[src/rtl/if_stage_ctrl_pkg.sv]
// if_stage_ctrl_pkg: fetch FSM state encodings and the default NOP bubble encoding
package if_stage_ctrl_pkg;
  typedef enum logic [1:0] {
    IF_S_BOOT  = 2'd0,
    IF_S_FETCH = 2'd1,
    IF_S_HOLD  = 2'd2,
    IF_S_DROP  = 2'd3
  } if_state_e;
  localparam logic [31:0] NOP_INST_DEF = 32'h0000_0013;
endpackage

[src/rtl/if_stage_ctrl_ifid_reg.sv]
// if_stage_ctrl_ifid_reg: IF/ID pipeline register with load, hold and bubble insert
module if_stage_ctrl_ifid_reg
  import if_stage_ctrl_pkg::*;
#(
  parameter int          XLEN     = 32,
  parameter logic [31:0] NOP_INST = NOP_INST_DEF
) (
  input  logic            clk,
  input  logic            rst,
  input  logic            load_i,
  input  logic            bubble_i,
  input  logic [XLEN-1:0] pc_i,
  input  logic [31:0]     inst_i,
  output logic            valid_o,
  output logic [XLEN-1:0] pc_o,
  output logic [31:0]     inst_o
);
  logic            valid_q;
  logic [XLEN-1:0] pc_q;
  logic [31:0]     inst_q;
  // a bubble beats a load, an idle cycle holds the current contents
  always_ff @(posedge clk) begin
    if (rst) begin
      valid_q <= 1'b0;
      pc_q    <= '0;
      inst_q  <= NOP_INST;
    end else begin
      valid_q <= bubble_i ? 1'b0 : (load_i ? 1'b1 : valid_q);
      pc_q    <= (load_i && !bubble_i) ? pc_i : pc_q;
      inst_q  <= bubble_i ? NOP_INST : (load_i ? inst_i : inst_q);
    end
  end
  assign valid_o = valid_q;
  assign pc_o    = pc_q;
  assign inst_o  = inst_q;
endmodule

[src/rtl/if_stage_ctrl.sv]
// if_stage_ctrl: fetch FSM, PC and imem handshake feeding IF/ID; IF_PERF_CNT_EN adds stall/kill counters
module if_stage_ctrl
  import if_stage_ctrl_pkg::*;
#(
  parameter int              XLEN     = 32,
  parameter logic [XLEN-1:0] RESET_PC = '0,
  parameter logic [31:0]     NOP_INST = NOP_INST_DEF
) (
  input  logic            clk,
  input  logic            rst,
  input  logic            PC_write,
  input  logic            IFID_write,
  input  logic            IF_kill,
  input  logic            DEC_kill,
  input  logic            redirect_valid,
  input  logic [XLEN-1:0] redirect_pc,
  output logic            imem_req,
  output logic [XLEN-1:0] imem_addr,
  input  logic            imem_ack,
  input  logic [31:0]     imem_rdata,
  output logic            ifid_valid,
  output logic [XLEN-1:0] ifid_pc,
  output logic [31:0]     ifid_inst
`ifdef IF_PERF_CNT_EN
  ,
  output logic [31:0]     stall_cycles,
  output logic [31:0]     kill_count
`endif
);
  if_state_e       state_q, state_d;
  logic [XLEN-1:0] pc_q, pc_d, drop_addr_q, drop_addr_d, hold_pc_q, hold_pc_d;
  logic [31:0]     hold_inst_q, hold_inst_d;
  logic            ld;
  logic [XLEN-1:0] ld_pc;
  logic [31:0]     ld_inst;
  // state, pc and the squashed-request / hold buffer registers
  always_ff @(posedge clk) begin
    if (rst) begin
      state_q     <= IF_S_BOOT;
      pc_q        <= RESET_PC;
      drop_addr_q <= '0;
      hold_pc_q   <= '0;
      hold_inst_q <= NOP_INST;
    end else begin
      state_q     <= state_d;
      pc_q        <= pc_d;
      drop_addr_q <= drop_addr_d;
      hold_pc_q   <= hold_pc_d;
      hold_inst_q <= hold_inst_d;
    end
  end
  // next state, pc update and IF/ID load selection
  always_comb begin
    state_d     = state_q;
    pc_d        = pc_q;
    drop_addr_d = drop_addr_q;
    hold_pc_d   = hold_pc_q;
    hold_inst_d = hold_inst_q;
    imem_req    = 1'b0;
    ld          = 1'b0;
    ld_pc       = pc_q;
    ld_inst     = imem_rdata;
    case (state_q)
      IF_S_BOOT: state_d = IF_S_FETCH;
      IF_S_FETCH: begin
        imem_req = 1'b1;
        if (redirect_valid || IF_kill) begin
          pc_d        = redirect_valid ? redirect_pc : pc_q;
          drop_addr_d = pc_q;
          state_d     = imem_ack ? IF_S_FETCH : IF_S_DROP;
        end else if (imem_ack && IFID_write && !DEC_kill) begin
          ld   = 1'b1;
          pc_d = PC_write ? pc_q + XLEN'(4) : pc_q;
        end else if (imem_ack) begin
          // the held word is already owned, so pc moves past it now; an IF_kill in hold rolls it back
          hold_pc_d   = pc_q;
          hold_inst_d = imem_rdata;
          pc_d        = pc_q + XLEN'(4);
          state_d     = IF_S_HOLD;
        end
      end
      IF_S_HOLD: begin
        ld_pc   = hold_pc_q;
        ld_inst = hold_inst_q;
        if (redirect_valid || IF_kill) begin
          pc_d    = redirect_valid ? redirect_pc : hold_pc_q;
          state_d = IF_S_FETCH;
        end else if (IFID_write && !DEC_kill) begin
          ld      = 1'b1;
          state_d = IF_S_FETCH;
        end
      end
      default: begin
        imem_req = 1'b1;
        pc_d     = redirect_valid ? redirect_pc : pc_q;
        state_d  = imem_ack ? IF_S_FETCH : IF_S_DROP;
      end
    endcase
  end
  assign imem_addr = (state_q == IF_S_DROP) ? drop_addr_q : pc_q;
  if_stage_ctrl_ifid_reg #(.XLEN(XLEN), .NOP_INST(NOP_INST)) u_ifid (
    .clk      (clk),
    .rst      (rst),
    .load_i   (ld),
    .bubble_i (DEC_kill),
    .pc_i     (ld_pc),
    .inst_i   (ld_inst),
    .valid_o  (ifid_valid),
    .pc_o     (ifid_pc),
    .inst_o   (ifid_inst)
  );
`ifdef IF_PERF_CNT_EN
  logic [31:0] stall_q, kill_q;
  // free-running wrap-around event counters
  always_ff @(posedge clk) begin
    if (rst) begin
      stall_q <= '0;
      kill_q  <= '0;
    end else begin
      stall_q <= (!IFID_write && ifid_valid) ? stall_q + 32'd1 : stall_q;
      kill_q  <= (IF_kill || DEC_kill || redirect_valid) ? kill_q + 32'd1 : kill_q;
    end
  end
  assign stall_cycles = stall_q;
  assign kill_count   = kill_q;
`endif
endmodule

[config.mk]
export PLATFORM = sky130hd
export DESIGN_NAME = if_stage_ctrl
export DESIGN_NICKNAME = d
export VERILOG_FILES = /design/src/rtl/if_stage_ctrl_pkg.sv /design/src/rtl/if_stage_ctrl_ifid_reg.sv /design/src/rtl/if_stage_ctrl.sv
export SDC_FILE = /design/constraint.sdc
export NUM_CORES = 1
export LEC_CHECK = 0
export BUFFER_PORTS_ARGS = -buffer_cell sky130_fd_sc_hd__buf_2
export CELL_PAD_IN_SITES_DETAIL_PLACEMENT = 0
export CELL_PAD_IN_SITES_GLOBAL_PLACEMENT = 1
export CORE_ASPECT_RATIO = 2
export CORE_MARGIN = 1
export CORE_UTILIZATION = 30
export CTS_BUF_LIST = sky130_fd_sc_hd__clkbuf_8 sky130_fd_sc_hd__clkbuf_16
export DETAILED_ROUTE_END_ITERATION = 6
export PLACE_DENSITY = 0.61
export SYNTH_ARGS = -nofsm -noshare
export SYNTH_HDL_FRONTEND = slang
export SYNTH_SLANG_ARGS = --single-unit
[constraint.sdc]
create_clock -name clk -period 6.5 [get_ports clk]
set_input_delay 0.975 -clock clk [delete_from_list [all_inputs] [get_ports clk]]
set_output_delay 0.975 -clock clk [all_outputs]
set_load 0.05 [all_outputs]
==> flow_summary.ini, run 1 <==
[critical_path]
crit_family = adder cells
worstSetupEndpoint = imem_addr[27]
setup.worst_path.start_class = flip-flop
cp-end-kind = output port
cp_cell_sequence = ha_2 -> o21ai_0 -> buf_2
critPathKind = flip-flop to output port
crit_start = state_q[1]$_SDFFE_PP0P_
crit_path_max_incr_delay_ps = 930
cp_num_buf_inv = 1
reg2reg_to = pc_q[31]$_SDFFE_PP0P_
worst-path-stages = 3
r2r_start = state_q[0]$_SDFFE_PP0P_
cp_slowest_cell = ha_2
rr_worst_depth = 7
reg2reg_slack_ps = 3090
crit_path_max_fanout = 37
worstPathRequired_ps = 5520
cp.arrival_ps = 2530

[run_status]
status = finished clean

[synth]
synth_cells = 1151
synth_area_leader_cell = dfxtp_1
synth.cell_area_um2 = 9370
synthMuxAreaShare_pct = 10.2
yosys_warnings = 0
synth_ff_type = dfxtp_1
synth_compound_area_share_pct = 21.8
syn_nets = 1229
yosysTopAreaCellShare_pct = 41.7
synth.area.top_cells = dfxtp_1 (42%), nand2_1 (9.3%), mux2i_1 (6.9%)
async_flop_share_pct = 0
synthXorXnorAreaFrac_pct = 0.0935
synth-edff-count = 0
synth_seq_cells = 195
synth_area_per_cell_um2 = 8.14
synth_top_family_by_area = compound AO/OA/AOI/OAI gates
synthAdderAreaFrac_pct = 0.801
yosys.area_share.simple_pct = 19.7
ys_seq_area_share_pct = 41.7
ys_types = 67

[placement]
io_buffer_count = 169
post_dp_cell_area_um2 = 10300
gp_congestion = 0.855
dp_hpwl_um = 21100

[min_path]
holdPathStages = 2
hold_class = flip-flop to flip-flop

[route]
wl_um = 31800
vias = 8559
drtPass1Iterations = 5
ant_nets = 0
routedWlPerCell_um = 19.6
drc_errors = 0
via_per_inst = 5.29
first_iter_violations = 470

[run]
drv_cap = 0

[clock_network]
clock_sinks = 195
post_cts_buffers = 0
ctsResizeCount = 0
cts_root_buffer = clkbuf_16
clk_pin_slew_ps = 70
cts.path.max_buffers = 2
cts_tree = yes
numCtsBuffers = 17
cts_htree_levels = 4
cts_hold_buf = 0
clk_latency_ps = 450

[sta]
tightest_slew_ps = 1180
hold_viol_final = 0
period_share_pct = 53.9
rsz0062_at_grt = false
skew_ps = 8.48
fin_crit_ps = 3510
slew-limit-headroom_pct = 20.7
drv_slew = 0
fmax_mhz = 285
fin_setup_tns_ps = 0
setup_viol = 0

[layout]
final_area_um2 = 10900
drive_gt1_share_pct = 20.2
area_growth_pct = 15.9
n_fill_cell = 3341
final_cell_mix = nand2_1 (231), dfxtp_1 (195), buf_2 (168)
nets = 1310
final_common_cell = nand2_1

[power_and_ir_drop]
p_per_area_nw_per_um2 = 259
ir_drop_uv = 160
leakage_nw = 3.87

[grt]
gr-total-overflow = 0
grt_use_total_pct = 20.0
antenna_found_initial = 4
grt_pass1_vias = 8246
grt_max_degree = 114
grt_first_pass_wirelength_um = 48300

[floorplan]
rows = 91
dieArea_um2 = 32000
die_x_um = 127
start_util_pct = 30.5
io_pins = 170
core_area_um2 = 30700
die_h_um = 252
[cell families (layout without fill, tap and decap cells)]
kind of cell | Yosys count | after routing
xor gates and xnor gates | 1 | 1
and+or+nand+nor | 413 | 413
buffers and inverters | 126 | 220
other | 0 | 1
adders and majority gates | 6 | 6
DFF | 195 | 195
AOI/OAI and AO/OA | 318 | 318
muxes | 92 | 92
[layout make-up]
class	count	area [um2]	share of cell area, %
Inverter	9	33.8	0.311
Tap cell	372	465	4.29
Clock buffer	20	467	4.30
Multi-Input combinational cell	830	4970	45.8
Antenna cell	1	2.50	0.0230
Sequential cell	195	3900	36.0
Clock inverter	12	92.6	0.853
Timing Repair Buffer	179	923	8.50
[how the worst min path moves through the flow]
stage | start | end
floorplan | drop_addr_q[0]$_SDFFE_PP0P_ | drop_addr_q[0]$_SDFFE_PP0P_
detailed placement | drop_addr_q[13]$_SDFFE_PP0P_ | drop_addr_q[13]$_SDFFE_PP0P_
finish | drop_addr_q[13]$_SDFFE_PP0P_ | drop_addr_q[13]$_SDFFE_PP0P_
global route | hold_inst_q[28]$_SDFFE_PP0P_ | hold_inst_q[28]$_SDFFE_PP0P_
global placement | drop_addr_q[13]$_SDFFE_PP0P_ | drop_addr_q[13]$_SDFFE_PP0P_
CTS | drop_addr_q[10]$_SDFFE_PP0P_ | drop_addr_q[10]$_SDFFE_PP0P_
[cells in the mapped netlist (all sizes together), types with 2 or more instances]
cell,number
a32oi,5
mux2i,65
nor3,18
a21o,4
a41oi,2
inv,9
a31oi,11
nand3,11
a311oi,2
o31ai,2
nor4,9
and3,7
a221o,4
nand4,13
a22o,28
or4,2
nor2b,7
a211oi,61
nor2,89
o21ai,44
nand3b,3
a22oi,4
a222oi,2
or3,2
and4,2
or2,2
o31a,3
mux2,27
dfxtp,195
nand2b,5
nand2,231
buf,41
a21oi,126
ha,6
nor3b,5
a221oi,3
o32ai,4
and2,2
clkbuf,76
[worst min-delay path, delay by kind of cell (launching register included)]
kind	cells	cell delay, ps
compound gates	1	50
flops	1	310
simple gates	1	50
[flip-flops by register name (all words and copies together), names as in the netlist]
| register | flops |
|---|---|
| pc_q | 32 |
| state_q | 2 |
| u_ifid.pc_o | 32 |
| hold_pc_q | 32 |
| drop_addr_q | 32 |
| hold_inst_q | 32 |
| u_ifid.valid_o | 1 |
| u_ifid.inst_o | 32 |
[per-stage QoR]
step                      total power, mW  hold slack [ps]  instances  setup WS, ps  util, %
after detailed placement             1.81              443       1585          2900     33.5
after floorplan                      1.64              433       1151          3490        -
final                                2.81              451       1618          2990     35.3
after CTS                            2.85              453       1617          2930     35.3
after global routing                 2.93              469       1618          2810     35.3
after global placement               1.80              438       1585          2960     33.5
[metal layers]
layer	share of wire [%]	global-route usage (%)	vias up
li1	-	-	4241
met1	39	21.6	4057
met2	54	36.9	208
met3	4.3	4.35	47
met4	2.9	8.91	6
met5	0.11	0	-
[power breakdown]
part           internal [mW]  switching [mW]  total (mW)
clock                  0.552           0.481        1.03
sequential              1.23          0.0570        1.28
combinational          0.154           0.337       0.491
(Power assumes the default switching activity.)
==> run 2: changes to the inputs <==
- ABC_AREA: not set -> 1
- PLACE_DENSITY: 0.61 -> 0.66
- clock period: 6.5 -> 2.95 ns (I/O delays scaled with it)
==> run 2 against run 1 <==
  * Via count up 11%
  * Routed wire length grew 3.0%
  * First-iteration DRC count down 1.5%
  * Synthesized cell count grew 17%
  * Power grew to 2.6 times the previous value
  * Core utilization increased by 1.5 points
  * Global-route usage grew 1.1 points
==> flow_summary.ini, run 2 <==
[run_status]
status = finished clean

[critical_path]
crit_path_max_fanout = 21
cp-end-kind = output port
reg2reg_slack_ps = 740
cp.arrival_ps = 2030
rr_worst_depth = 8
worstPathRequired_ps = 2510
setup.worst_path.start_class = flip-flop
critPathKind = flip-flop to output port
reg2reg_to = u_ifid.pc_o[10]$_SDFFE_PP0P_
r2r_start = state_q[0]$_SDFFE_PP0P_

[sta]
drv_slew = 0
tightest_slew_ps = 662
fin_setup_tns_ps = 0
slew-limit-headroom_pct = 55.9
hold_viol_final = 0
rsz0062_at_grt = false
fin_crit_ps = 2470
setup_viol = 0
fmax_mhz = 405
skew_ps = 9.28
timing.hold.ws_ps = 224
period_share_pct = 83.6

[layout]
drive_gt1_share_pct = 16.9
final_cells = 1863
n_fill_cell = 3305
seq_area_um2 = 3900
final_cell_mix = nand2_1 (327), o21ai_0 (216), dfxtp_1 (195)
final_common_cell = nand2_1
multi_input_area_um2 = 4560
nets = 1560
antenna_cells = 0
fin_util_pct = 36.9
area_growth_pct = 20.8

[synth]
synth_area_per_cell_um2 = 6.82
synth-edff-count = 0
synth_ff_type = dfxtp_1
synthTopCellsByCount = nand2_1 (327), o21ai_0 (216), dfxtp_1 (195)
ys_types = 34
synth_area_leader_cell = dfxtp_1
synthMostInstantiatedCell = nand2_1
yosys_warnings = 0
synth.cell_area_um2 = 9210
synth_seq_cells = 195
synth.area.top_cells = dfxtp_1 (42%), nand2_1 (13%), o21ai_0 (12%)
async_flop_share_pct = 0
syn_nets = 1428
ys_seq_area_share_pct = 42.4
synth_cells = 1350
yosysTopAreaCellShare_pct = 42.4

[grt]
gr-total-overflow = 0
grt_max_degree = 63
grt_use_total_pct = 21.1
grt_pass1_vias = 9139
grt_first_pass_wirelength_um = 51000
antenna_found_initial = 0

[clock_network]
ctsResizeCount = 0
cts_htree_levels = 4
post_cts_buffers = 0
cts_tree = yes
numCtsBuffers = 17
cts_root_buffer = clkbuf_16
clk_pin_slew_ps = 70
clock_sinks = 195
clk_latency_ps = 460
cts_hold_buf = 0
cts.path.max_buffers = 2

[power_and_ir_drop]
power_frac_comb_pct = 25.5
switching_power_mw = 2.66
power_frac_clock_pct = 33.5
leakage_nw = 4.75
pwr-share-seq_pct = 41.0
ir_drop_uv = 428
intPower_mw = 4.70
p_per_area_nw_per_um2 = 662
swShare_pct = 36.1

[floorplan]
core_area_um2 = 30200
rows = 90
die_h_um = 250
io_pins = 170
start_util_pct = 30.5
die_x_um = 126
dieArea_um2 = 31400

[route]
ant_nets = 0
via_per_inst = 5.10
vias = 9498
first_iter_violations = 463
drtPass1Iterations = 5
routedWlPerCell_um = 17.6
drc_errors = 0
wl_um = 32700

[placement]
io_buffer_count = 169
dp.cells = 1831
dp_hpwl_um = 23600
gp_congestion = 0.862

[run]
drv_cap = 0

[min_path]
whs_endpoint = hold_inst_q[6]$_SDFFE_PP0P_
holdPathStages = 3
min-delay-start = imem_rdata[6]
hold_class = input pin to flip-flop
==> run 2: cell types whose count changed in the layout (fill, tap and decap cells not counted), moves of 28 or more <==
cell,previous run,this run
a31oi_1,11,59
nand2_1,231,327
a211oi_1,61,1
inv_1,13,95
mux2i_1,65,0
a22o_1,28,0
o21ai_0,40,216
o21ai_1,3,31
==> run 2: critical path, cell delays in order (launching register included) <==
cell and delay [ps]:
dfxtp_1 400, inv_1 110, ha_2 240, buf_4 250
nor2_1 250, buf_2 320
==> run 2: logic make-up after synthesis <==
kind of cell	Yosys count	synth area share, %
xor+xnor	6	0.571
flops	195	42.4
buf+inv	191	8.31
compound gates	477	27.5
simple gates	475	20.4
fa+ha+maj	6	0.815
==> run 2: routing by layer <==
metal	vias up	wire, um	global-route usage, %
met5	-	0	0
met4	0	1190	10.3
met3	56	1090	3.24
met2	229	17400	39.5
met1	4410	13100	22.7
li1	4803	-	-
==> run 2: layout make-up <==
| cell class | count | area share, % |
|---|---|---|
| Timing Repair Buffer | 205 | 10.9 |
| Clock inverter | 13 | 1.42 |
| Multi-Input combinational cell | 964 | 41.0 |
| Clock buffer | 19 | 4.07 |
| Inverter | 99 | 3.36 |
| Sequential cell | 195 | 35.1 |
| Tap cell | 368 | 4.14 |
==> run 2: how the worst max path moves through the flow <==
stage,from,to,cells past startpoint
3_5_place_dp,redirect_valid,u_ifid.pc_o[10]$_SDFFE_PP0P_,9
4_1_cts,state_q[0]$_SDFFE_PP0P_,imem_req,5
3_3_place_gp,redirect_valid,pc_q[5]$_SDFFE_PP0P_,11
6_report,state_q[0]$_SDFFE_PP0P_,imem_req,5
5_1_grt,state_q[0]$_SDFFE_PP0P_,imem_req,5
2_1_floorplan,state_q[0]$_SDFFE_PP0P_,imem_addr[23],4
==> run 2: power groups by stage <==
| stage | clock network (mW) | logic (mW) | registers (mW) |
|---|---|---|---|
| final | 2.46 | 1.88 | 3.02 |
| after global routing | 2.63 | 2.05 | 3.05 |
| after CTS | 2.54 | 1.89 | 3.02 |
| after detailed placement | 0 | 1.89 | 3.08 |
| after global placement | 0 | 1.87 | 3.08 |
| after floorplan | 0 | 1.25 | 3.04 |
==> run 2: per-stage QoR <==
| step | worst slack (ps) | instance area (um2) | total power [mW] |
|---|---|---|---|
| 4_1_cts | 437 | 11100 | 7.45 |
| 6_report | 482 | 11100 | 7.36 |
| 3_3_place_gp | 649 | 10500 | 4.95 |
| 3_5_place_dp | 605 | 10500 | 4.96 |
| 5_1_grt | 363 | 11100 | 7.73 |
| 2_1_floorplan | 532 | 9210 | 4.29 |
